==> src/rtl/stage2_n_type_scatter_pkg.sv <==
// Shared constants and types for the stage-2 N-type write-back distributor.
// Holds the message/control widths, bank count and the destination codes.
package stage2_n_type_scatter_pkg;

  localparam int MAX_MESSAGE_BITS     = 16;
  localparam int N_TYPE_CONTROL_WIDTH = 3;
  localparam int N_TYPE_BANKS         = 5;
  localparam int N_LANES              = 3;

  typedef logic [MAX_MESSAGE_BITS-1:0]     msg_t;
  typedef logic [N_TYPE_CONTROL_WIDTH-1:0] code_t;

  typedef enum logic [N_TYPE_CONTROL_WIDTH-1:0] {
    N_TYPE_L = 3'd0,
    N_TYPE_M = 3'd1,
    N_TYPE_N = 3'd2,
    N_TYPE_R = 3'd3,
    N_TYPE_S = 3'd4
  } n_type_code_e;

  // One-hot bank select in L,M,N,R,S order; all-zero marks an invalid code.
  function automatic logic [N_TYPE_BANKS-1:0] decode_code(input code_t code);
    logic [N_TYPE_BANKS-1:0] sel;
    case (code)
      N_TYPE_L: sel = 5'b00001;
      N_TYPE_M: sel = 5'b00010;
      N_TYPE_N: sel = 5'b00100;
      N_TYPE_R: sel = 5'b01000;
      N_TYPE_S: sel = 5'b10000;
      default:  sel = 5'b00000;
    endcase
    return sel;
  endfunction

endpackage

==> src/rtl/stage2_n_type_scatter_lane.sv <==
// One lane of the N-type scatter: code decode, five bank address counters,
// wrap detection and invalid-code flag.
module stage2_n_type_scatter_lane
  import stage2_n_type_scatter_pkg::*;
#(
  parameter int ADDR_BITS = 6
) (
  input  logic                                    clk,
  input  logic                                    rst,
  input  logic                                    i_commit,
  input  logic                                    i_first,
  input  logic [N_TYPE_CONTROL_WIDTH-1:0]         i_code,
  output logic [N_TYPE_BANKS-1:0]                 o_we,
  output logic [N_TYPE_BANKS-1:0][ADDR_BITS-1:0]  o_addr,
  output logic                                    o_wrap,
  output logic                                    o_invalid
);

  logic [N_TYPE_BANKS-1:0]                w_sel;
  logic [N_TYPE_BANKS-1:0][ADDR_BITS-1:0] r_cnt;

  assign w_sel     = decode_code(i_code);
  assign o_invalid = ~|w_sel;

  // A first beat restarts every bank at address 0.
  always_comb begin
    o_wrap = 1'b0;
    for (int b = 0; b < N_TYPE_BANKS; b++) begin
      o_addr[b] = i_first ? '0 : r_cnt[b];
      o_we[b]   = i_commit & w_sel[b];
      if (o_we[b] && (&o_addr[b])) o_wrap = 1'b1;
    end
  end

  always_ff @(posedge clk) begin
    if (rst) begin
      r_cnt <= '0;
    end else if (i_commit) begin
      for (int b = 0; b < N_TYPE_BANKS; b++) begin
        if (w_sel[b])     r_cnt[b] <= o_addr[b] + ADDR_BITS'(1);
        else if (i_first) r_cnt[b] <= '0;
      end
    end
  end

endmodule

==> src/rtl/stage2_n_type_scatter.sv <==
// Stage-2 N-type write-back distributor: one-beat output stage that routes
// each lane's message to one of the L/M/N/R/S banks with per-lane addresses.
module stage2_n_type_scatter
  import stage2_n_type_scatter_pkg::*;
#(
  parameter int ADDR_BITS = 6,
  parameter int ERR_BITS  = 8
) (
  input  logic                            clk,
  input  logic                            rst,
  input  logic                            in_valid,
  output logic                            in_ready,
  input  logic                            in_first,
  input  logic                            in_last,
  input  logic [MAX_MESSAGE_BITS-1:0]     message_N_1,
  input  logic [MAX_MESSAGE_BITS-1:0]     message_N_2,
  input  logic [MAX_MESSAGE_BITS-1:0]     message_N_3,
  input  logic [N_TYPE_CONTROL_WIDTH-1:0] N_type_control_m1,
  input  logic [N_TYPE_CONTROL_WIDTH-1:0] N_type_control_m2,
  input  logic [N_TYPE_CONTROL_WIDTH-1:0] N_type_control_m3,
  input  logic                            dst_stall,
  output logic [MAX_MESSAGE_BITS-1:0]     message_NL_1, message_NL_2, message_NL_3,
  output logic [MAX_MESSAGE_BITS-1:0]     message_NM_1, message_NM_2, message_NM_3,
  output logic [MAX_MESSAGE_BITS-1:0]     message_NN_1, message_NN_2, message_NN_3,
  output logic [MAX_MESSAGE_BITS-1:0]     message_NR_1, message_NR_2, message_NR_3,
  output logic [MAX_MESSAGE_BITS-1:0]     message_NS_1, message_NS_2, message_NS_3,
  output logic [N_LANES-1:0]              we_NL, we_NM, we_NN, we_NR, we_NS,
  output logic [ADDR_BITS-1:0]            addr_NL_1, addr_NL_2, addr_NL_3,
  output logic [ADDR_BITS-1:0]            addr_NM_1, addr_NM_2, addr_NM_3,
  output logic [ADDR_BITS-1:0]            addr_NN_1, addr_NN_2, addr_NN_3,
  output logic [ADDR_BITS-1:0]            addr_NR_1, addr_NR_2, addr_NR_3,
  output logic [ADDR_BITS-1:0]            addr_NS_1, addr_NS_2, addr_NS_3,
  output logic                            frame_done,
  output logic                            addr_ovf,
  output logic [ERR_BITS-1:0]             err_count
);

  localparam logic [ERR_BITS+1:0] ERR_MAX = {2'b00, {ERR_BITS{1'b1}}};

  msg_t  r_msg  [N_LANES];
  code_t r_code [N_LANES];
  logic  r_stage_valid, r_first, r_last;
  logic  r_frame_done, r_ovf;
  logic [ERR_BITS-1:0] r_err;

  msg_t  w_in_msg  [N_LANES];
  code_t w_in_code [N_LANES];
  logic  w_commit, w_accept;
  logic [N_LANES-1:0] w_wrap, w_invalid;
  logic [1:0]          w_inv_count;
  logic [ERR_BITS+1:0] w_err_sum;
  logic [ERR_BITS-1:0] w_err_next;
  logic [N_TYPE_BANKS-1:0]                w_we   [N_LANES];
  logic [N_TYPE_BANKS-1:0][ADDR_BITS-1:0] w_addr [N_LANES];

  assign w_in_msg[0]  = message_N_1;
  assign w_in_msg[1]  = message_N_2;
  assign w_in_msg[2]  = message_N_3;
  assign w_in_code[0] = N_type_control_m1;
  assign w_in_code[1] = N_type_control_m2;
  assign w_in_code[2] = N_type_control_m3;

  // Reset gates the commit so no enable can fire in the reset cycle.
  assign in_ready = ~rst & (~r_stage_valid | ~dst_stall);
  assign w_accept = in_valid & in_ready;
  assign w_commit = r_stage_valid & ~dst_stall & ~rst;

  assign w_inv_count = w_commit ? ({1'b0, w_invalid[0]} + {1'b0, w_invalid[1]}
                                   + {1'b0, w_invalid[2]}) : 2'd0;
  assign w_err_sum   = {2'b00, r_err} + {{ERR_BITS{1'b0}}, w_inv_count};
  assign w_err_next  = (w_err_sum > ERR_MAX) ? {ERR_BITS{1'b1}} : w_err_sum[ERR_BITS-1:0];

  for (genvar k = 0; k < N_LANES; k++) begin : g_lane
    stage2_n_type_scatter_lane #(.ADDR_BITS(ADDR_BITS)) u_lane (
      .clk       (clk),
      .rst       (rst),
      .i_commit  (w_commit),
      .i_first   (r_first),
      .i_code    (r_code[k]),
      .o_we      (w_we[k]),
      .o_addr    (w_addr[k]),
      .o_wrap    (w_wrap[k]),
      .o_invalid (w_invalid[k])
    );
  end

  always_ff @(posedge clk) begin
    if (rst) begin
      r_stage_valid <= 1'b0;
      r_first       <= 1'b0;
      r_last        <= 1'b0;
      r_frame_done  <= 1'b0;
      r_ovf         <= 1'b0;
      r_err         <= '0;
      for (int k = 0; k < N_LANES; k++) begin
        r_msg[k]  <= '0;
        r_code[k] <= '0;
      end
    end else begin
      if (w_accept) begin
        r_stage_valid <= 1'b1;
        r_first       <= in_first;
        r_last        <= in_last;
        for (int k = 0; k < N_LANES; k++) begin
          r_msg[k]  <= w_in_msg[k];
          r_code[k] <= w_in_code[k];
        end
      end else if (w_commit) begin
        r_stage_valid <= 1'b0;
      end
      r_frame_done <= w_commit & r_last;
      r_ovf        <= (r_ovf & ~(w_commit & r_first)) | (|w_wrap);
      r_err        <= w_err_next;
    end
  end

  assign frame_done = r_frame_done;
  assign addr_ovf   = r_ovf;
  assign err_count  = r_err;

  assign we_NL = {w_we[2][0], w_we[1][0], w_we[0][0]};
  assign we_NM = {w_we[2][1], w_we[1][1], w_we[0][1]};
  assign we_NN = {w_we[2][2], w_we[1][2], w_we[0][2]};
  assign we_NR = {w_we[2][3], w_we[1][3], w_we[0][3]};
  assign we_NS = {w_we[2][4], w_we[1][4], w_we[0][4]};

  assign addr_NL_1 = w_addr[0][0];  assign addr_NL_2 = w_addr[1][0];  assign addr_NL_3 = w_addr[2][0];
  assign addr_NM_1 = w_addr[0][1];  assign addr_NM_2 = w_addr[1][1];  assign addr_NM_3 = w_addr[2][1];
  assign addr_NN_1 = w_addr[0][2];  assign addr_NN_2 = w_addr[1][2];  assign addr_NN_3 = w_addr[2][2];
  assign addr_NR_1 = w_addr[0][3];  assign addr_NR_2 = w_addr[1][3];  assign addr_NR_3 = w_addr[2][3];
  assign addr_NS_1 = w_addr[0][4];  assign addr_NS_2 = w_addr[1][4];  assign addr_NS_3 = w_addr[2][4];

  assign message_NL_1 = r_msg[0];  assign message_NL_2 = r_msg[1];  assign message_NL_3 = r_msg[2];
  assign message_NM_1 = r_msg[0];  assign message_NM_2 = r_msg[1];  assign message_NM_3 = r_msg[2];
  assign message_NN_1 = r_msg[0];  assign message_NN_2 = r_msg[1];  assign message_NN_3 = r_msg[2];
  assign message_NR_1 = r_msg[0];  assign message_NR_2 = r_msg[1];  assign message_NR_3 = r_msg[2];
  assign message_NS_1 = r_msg[0];  assign message_NS_2 = r_msg[1];  assign message_NS_3 = r_msg[2];

endmodule

==> config.mk <==
export PLATFORM = sky130hd
export DESIGN_NAME = stage2_n_type_scatter
export DESIGN_NICKNAME = d
export VERILOG_FILES = /design/src/rtl/stage2_n_type_scatter_pkg.sv /design/src/rtl/stage2_n_type_scatter_lane.sv /design/src/rtl/stage2_n_type_scatter.sv
export SDC_FILE = /design/constraint.sdc
export NUM_CORES = 1
export LEC_CHECK = 0
export CAP_MARGIN = 10
export CORE_AREA = 4 4 162 164
export CTS_CLUSTER_DIAMETER = 100
export DETAILED_ROUTE_END_ITERATION = 10
export DIE_AREA = 0 0 166 168
export GPL_TIMING_DRIVEN = 0
export PLACE_DENSITY = 0.81
export SLEW_MARGIN = 10
export SYNTH_ARGS = -nofsm -noshare
export SYNTH_HDL_FRONTEND = slang
export SYNTH_SLANG_ARGS = --single-unit
export TNS_END_PERCENT = 5
==> constraint.sdc <==
create_clock -name clk -period 3.38 [get_ports clk]
set_input_delay 0.676 -clock clk [delete_from_list [all_inputs] [get_ports clk]]
set_output_delay 0.676 -clock clk [all_outputs]
set_load 0.03 [all_outputs]
# Word-level counts from Yosys, hierarchy flattened
# Memories as Yosys holds them, arrays and structs flattened.
# Cells that the tools add are included.
word_totals:
  ff_bits: 103
  inputBits: 63
  out_inout_bits: 356
  n_memories: 2
  mem_bits_rw: 57
  word_cells: 192
mem_list:
  columns: ["memory", "depth", "width", "read_ports", "rd_clocked_by_memory_dff", "write_ports", "line_no", "text"]
  rows:
  - ["r_msg", 3, 16, 3, 0, 3, "stage2_n_type_scatter.sv:40", "msg_t r_msg [N_LANES];"]
  - ["r_code", 3, 3, 3, 0, 3, "stage2_n_type_scatter.sv:41", "code_t r_code [N_LANES];"]
classes:
  addsub: 18
  bitwise_logic: 34
  magnitude_cmp: 1
  muxes: 63
  n_reduce_logical: 41
  eq_ne: 12
ops:
  columns: ["operator", "count"]
  rows:
  - ["two-way mux 6 bit", 30]
  - ["adder 6 x 1 -> 6 bit, second input constant", 15]
  - ["AND reduction 6 bit", 15]
  - ["one-hot mux 5 bit (5 select lines)", 3]
  - ["two-way mux 16 bit", 3]
  - ["AND 1 bit", 22]
  - ["two-way mux 1 bit", 22]
  - ["equality test 3 x 2 -> 1 bit, second input constant", 6]
  - ["logical AND 1 bit", 15]
  - ["OR reduction 5 bit", 3]
  - ["adder 8 x 2 -> 9 bit", 1]
  - ["equality test 3 x 1 -> 1 bit, second input constant", 3]
  - ["equality test 3 bit, second input constant", 3]
  - ["> comparator 9 x 8 -> 1 bit, second input constant", 1]
  - ["zero test 3 bit", 3]
  - ["two-way mux 3 bit", 3]
  - ["two-way mux 8 bit", 1]
  - ["OR 1 bit", 8]
  - ["NOT 1 bit", 4]
  - ["zero test 1 bit", 3]
  - ["OR reduction 3 bit", 1]
  - ["adder 1 x 1 -> 2 bit", 1]
  - ["adder 2 x 1 -> 2 bit", 1]
  - ["two-way mux 2 bit", 1]
  - ["nonzero test 2 bit", 1]

# Logic depth before layout (Yosys ltp)
depth:
  word_depth: 12
  depth_mapped: 12
  depth_no_buf: 11

# Hierarchy
# From an unflattened synthesis, not the netlist that was laid out.
unflattened:
  cells_unflattened: 1042
  area_unflattened_um2: 9511.6
modules_own_cells:
  columns: ["module", "instances", "seq_area_each_um2", "cells_each", "area_each_um2"]
  rows:
  - ["stage2_n_type_scatter", 1, 1971.9, 390, 4201.5]
  - ["stage2_n_type_scatter_lane at g_lane[0].u_lane ...", 2, 600.6, 219, 1785.5]
  - ["stage2_n_type_scatter_lane at g_lane[2].u_lane", 1, 600.6, 214, 1739.2]

# Worst setup path after synthesis
# Ideal clock, no wire load.
synth_timing:
  kind: "register -> register"
  start: "reg r_first"
  end: "reg r_ovf (netlist: addr_ovf)"
  arrival_ns: 2.872
  t_required_ns: 3.303
  period_less_slack_ns: 2.949
  path_slack_ns: 0.431
  setup_time_ns: 0.077
  path_buffers: 4
  stages_incl_launch_ff: 11
  path_cell_list: "dfxtp_1 > clkbuf_1 > clkbuf_1 > buf_2 > clkbuf_1 > nor2b_1 > ha_1 > nand2_1 > or4b_2 > o22a_1 > a41oi_2"
synth_via:
  elab_cells_between_ends: 65
  cone_classes: "mux: 30; bitwise: 4; reduce/logical: 31"
synth_rtl:
  columns: ["item", "line_no", "text"]
  rows:
  - ["from (decl)", "stage2_n_type_scatter.sv:42", "logic r_stage_valid, r_first, r_last;"]
  - ["from (signal assigned)", "stage2_n_type_scatter.sv:102", "r_first <= in_first;"]
  - ["two-way mux 6 bit", null, null]
  - ["named net addr_NM_3[1]", "stage2_n_type_scatter.sv:29", "output logic [ADDR_BITS-1:0] addr_NM_1, addr_NM_2, addr_NM_3,"]
  - ["AND reduction 6 bit", "stage2_n_type_scatter_lane.sv:31", "if (o_we[b] && (&o_addr[b])) o_wrap = 1'b1;"]
  - ["logical AND 1 bit", "stage2_n_type_scatter_lane.sv:31", null]
  - ["two-way mux 1 bit (4 in a row)", "stage2_n_type_scatter_lane.sv:31", null]
  - ["OR reduction 3 bit", "stage2_n_type_scatter.sv:112", "r_ovf <= (r_ovf & ~(w_commit & r_first)) | (|w_wrap);"]
  - ["OR 1 bit", "stage2_n_type_scatter.sv:112", null]
  - ["to (signal assigned)", "stage2_n_type_scatter.sv:112", null]
  - ["to (decl)", "stage2_n_type_scatter.sv:43", "logic r_frame_done, r_ovf;"]
# The timed path passes the listed nets, and every way through them passes these cells.
# A chain may end at the register's enable or synchronous reset.

# Worst setup path in the final report
layout_timing:
  start: "in rst"
  end: "out we_NL[0]"
layout_via:
  elab_chain_len: 3
layout_lines:
  columns: ["item", "line_no", "text"]
  rows:
  - ["from (decl)", "stage2_n_type_scatter.sv:10", "input logic rst,"]
  - ["NOT 1 bit", "stage2_n_type_scatter.sv:66", "assign w_commit = r_stage_valid & ~dst_stall & ~rst;"]
  - ["AND 1 bit", "stage2_n_type_scatter.sv:66", null]
  - ["AND 1 bit", "stage2_n_type_scatter_lane.sv:30", "o_we[b] = i_commit & w_sel[b];"]
  - ["to (decl)", "stage2_n_type_scatter.sv:27", "output logic [N_LANES-1:0] we_NL, we_NM, we_NN, we_NR, we_NS,"]
# Every way passes these cells.

==> impl_metrics.yaml <==
job:
  maxCapViolCount: 0
worst_hold_path:
  hold_path.class: "register to register"
  hold_start: "r_last$_SDFFE_PP0P_"
  hold_path_end: "frame_done$_SDFF_PP0_"
  min_delay_path_depth: 2
power_and_ir_drop:
  power.switching_w: 0.00167
  pwr_density_cell_mw_per_mm2: 374
  combPwrFrac_pct: 25.8
  p_sw_share_pct: 30.5
  ir_drop_mv: 0.273
  internal-power_w: 0.00382
  p_leak_nw: 6.72
  seqPwrFrac_pct: 39.3
  p_clk_share_pct: 34.8
status:
  status: "complete, no violations"
final_layout:
  nets: 1582
  final_common_cell: "clkdlybuf4s50_1"
  syn2layout_area_growth_pct: 55.9
  finalInstanceArea_mm2: 0.0147
  drive_gt1_share_pct: 17.3
  fin_cells: 1845
  num-fill-cells: 2125
  mostFrequentLayoutCells: "clkdlybuf4s50_1, buf_4, nand2_1, dfxtp_1, nor2b_1"
route:
  routed_wl_mm: 35.9
  routed_via_density: 4.92
  drtIter0Drc: 924
  drtPass1Iterations: 5
  wl_per_cell_um: 19.4
  drc_errors: 0
  ant_nets: 0
  dr_total_vias: 9075
critical_path:
  cp_max_fo: 7
  reg2reg_to: "err_count[3]$_SDFF_PP0_"
  worstPathRequired_ns: 2.70
  cp-end-kind: "primary output"
  crit_path_start_kind: "input port"
  reg2reg_depth: 12
  critPathArrivalTime_ns: 2.70
  reg2reg_slack_ns: 0.14
  path_class: "input port to primary output"
  rr_startpoint: "r_code[0][7]$_SDFFCE_PN0P_"
clock_network:
  cts_buffer_depth: 2
  tritoncts: "built"
  cts_root_buf: "clkbuf_16"
  hold_buffers: 0
  cts_max_level: 4
  clk_pin_slew_ns: 0.06
  cts_buffers: 17
  clock-sinks: 160
  worstSkewPairLatency_ns: 0.42
global_routing:
  antenna_found_initial: 4
  grt_pass1_vias: 9045
  grt-ovfl-total: 0
  grt_max_degree: 58
  grt_pass1_wl_mm: 53.7
  grt_usage_pct: 24.6
synthesis:
  synth_adder_area_share_pct: 2.69
  synth_top_family_by_area: "simple AND/OR/NAND/NOR gates"
  synth_area_mm2: 0.00941
  postSynth.asyncResetShare_pct: 0
  synthCells: 1067
  synth_cell_types: 51
  synth-simple-area-share_pct: 28.5
  synthMuxAreaShare_pct: 0.106
  synth_compound_area_share_pct: 3.30
  ys_ff_latch: 160
  synthesis.nets: 1149
  synth-edff-count: 57
  synth_ff_type: "dfxtp_1"
  synth_seq_area_share_pct: 40.1
  yosys.area_share.xor_xnor_pct: 7.26
  synth.avg_cell_area_um2: 8.82
  yosysWarnings: 0
timing:
  hold_ws_ns: 0.467
  fin_ws_ns: 0.00649
  hold_viol: 0
  worst_pin_slew_ns: 0.863
  maxSlewHeadroom_pct: 42.5
  setup_viol: 0
  period_minus_slack_ns: 3.37
  drv_slew: 0
  clock.fmax_ghz: 0.296
  finalCritPeriodShare_pct: 99.8
  skew_ns: 0.0108
  rsz0062_at_grt: "yes"
placed_design:
  place_worst_setup_slack_ns: -0.657
  placed_area_mm2: 0.0140
  numPortBuffers: 417
  dpl.hpwl_mm: 28.3
  gp_congestion: 0.944
  dpl.cell_count: 1814
floorplanning:
  core_mm2: 0.0249
  initial_core_util_pct: 37.8
  die-area_mm2: 0.0279
  rows: 58
  die_height_um: 168
  die_x_um: 166
  io_pins: 419
[logic make-up (layout without fill, tap and decap cells)]
logic type / after synthesis / count (layout)
compound gates: 50 / 50
xor+xnor: 78 / 78
fa+ha+maj: 19 / 19
buf+inv: 256 / 702
flops: 160 / 160
mux: 1 / 1
other cells: 0 / 2
simple gates: 503 / 503
[worst max-delay path, stage by stage]
cell and delay (ns):
clkdlybuf4s50_1 0.53, or4b_1 0.56, buf_2 0.18, nor3_2 0.38, clkdlybuf4s15_2 0.38
[timing repair]
action	4_1_cts	5_1_grt
gates cloned	0	0
pin swaps	0	0
endpoints found under the hold margin	0	0
buffers inserted	0	0
setup endpoints to repair	98	57
gates resized for setup	53	50
[metal layers]
metal	track usage, %	vias to the layer above	routed length, um
met5	0	-	13
met3	7.00	67	3340
met4	8.97	2	1080
met2	39.8	479	16800
met1	31.6	4302	14700
li1	-	4225	-
[sequential cells by signal, summed over array words and instances (netlist names)]
| register | flops |
|---|---|
| addr_ovf | 1 |
| err_count | 8 |
| frame_done | 1 |
| g_lane.u_lane.r_cnt | 90 |
| r_code | 9 |
| r_first | 1 |
| r_last | 1 |
| r_msg | 48 |
| r_stage_valid | 1 |
[synthesized netlist by cell type, types with 3 or more instances]
library cell | count | share of area (%)
xor2_1 | 26 | 2.4
buf_2 | 4 | 0.21
nor3_1 | 7 | 0.37
nand2_1 | 117 | 4.7
o21ai_0 | 18 | 0.96
nor2_1 | 93 | 3.7
buf_1 | 5 | 0.20
buf_4 | 192 | 15
or4b_1 | 3 | 0.32
nand2b_1 | 8 | 0.53
inv_1 | 3 | 0.12
edfxtp_1 | 57 | 18
xnor2_1 | 52 | 4.8
clkbuf_1 | 50 | 2.0
nor2_2 | 5 | 0.33
and3_1 | 73 | 4.9
and2_1 | 10 | 0.66
a21oi_1 | 18 | 0.96
nor2b_1 | 102 | 6.8
nand4_1 | 34 | 2.3
nor3b_1 | 6 | 0.48
dfxtp_1 | 103 | 22
nand4b_1 | 5 | 0.47
nand3_1 | 16 | 0.85
and4_1 | 5 | 0.47
ha_1 | 17 | 2.3
a32oi_1 | 8 | 0.74
[cell type report]
type / count / area [um2] / area share [%]
timing repair buffer: 417 / 4210 / 28.7
multi-input combinational: 651 / 3960 / 27.0
sequential: 160 / 3770 / 25.7
buffer: 250 / 1710 / 11.7
clock buffer: 22 / 487 / 3.32
tap: 330 / 413 / 2.81
clock inverter: 10 / 101 / 0.691
inverter: 3 / 11.3 / 0.0768
antenna: 2 / 5.00 / 0.0341
[worst max-delay path by stage]
| stage | to | startpoint | slack (ns) | cells after the start |
|---|---|---|---|---|
| after CTS | we_NR[1] | rst | 0.02 | 5 |
| after global routing | we_NL[0] | rst | -0.06 | 5 |
| after floorplan | addr_ovf$_SDFF_PP0_ | r_first$_SDFFE_PP0P_ | 0.43 | 10 |
| after global placement | addr_ovf$_SDFF_PP0_ | r_first$_SDFFE_PP0P_ | -0.64 | 11 |
| final | we_NL[0] | rst | 0.006 | 5 |
| after detailed placement | addr_ovf$_SDFF_PP0_ | r_first$_SDFFE_PP0P_ | -0.66 | 11 |
[through the flow]
stage	util [%]	TNS, ns	total power [W]
after global placement	56.2	-61.23	0.00360
after detailed placement	56.2	-42.63	0.00362
after global routing	58.9	-0.0687	0.00567
after CTS	58.7	0	0.00552
final	58.9	0	0.00549
after floorplan	-	0	0.00298
[power by group through the flow]
stage / sequential, W / clock, W / combinational, W
6_report: 0.00216 / 0.00191 / 0.00142
5_1_grt: 0.00217 / 0.00202 / 0.00148
4_1_cts: 0.00215 / 0.00194 / 0.00143
3_5_place_dp: 0.00220 / 0 / 0.00142
3_3_place_gp: 0.00219 / 0 / 0.00141
2_1_floorplan: 0.00224 / 0 / 0.000746
Note: power is estimated with default switching activity, not from simulation.
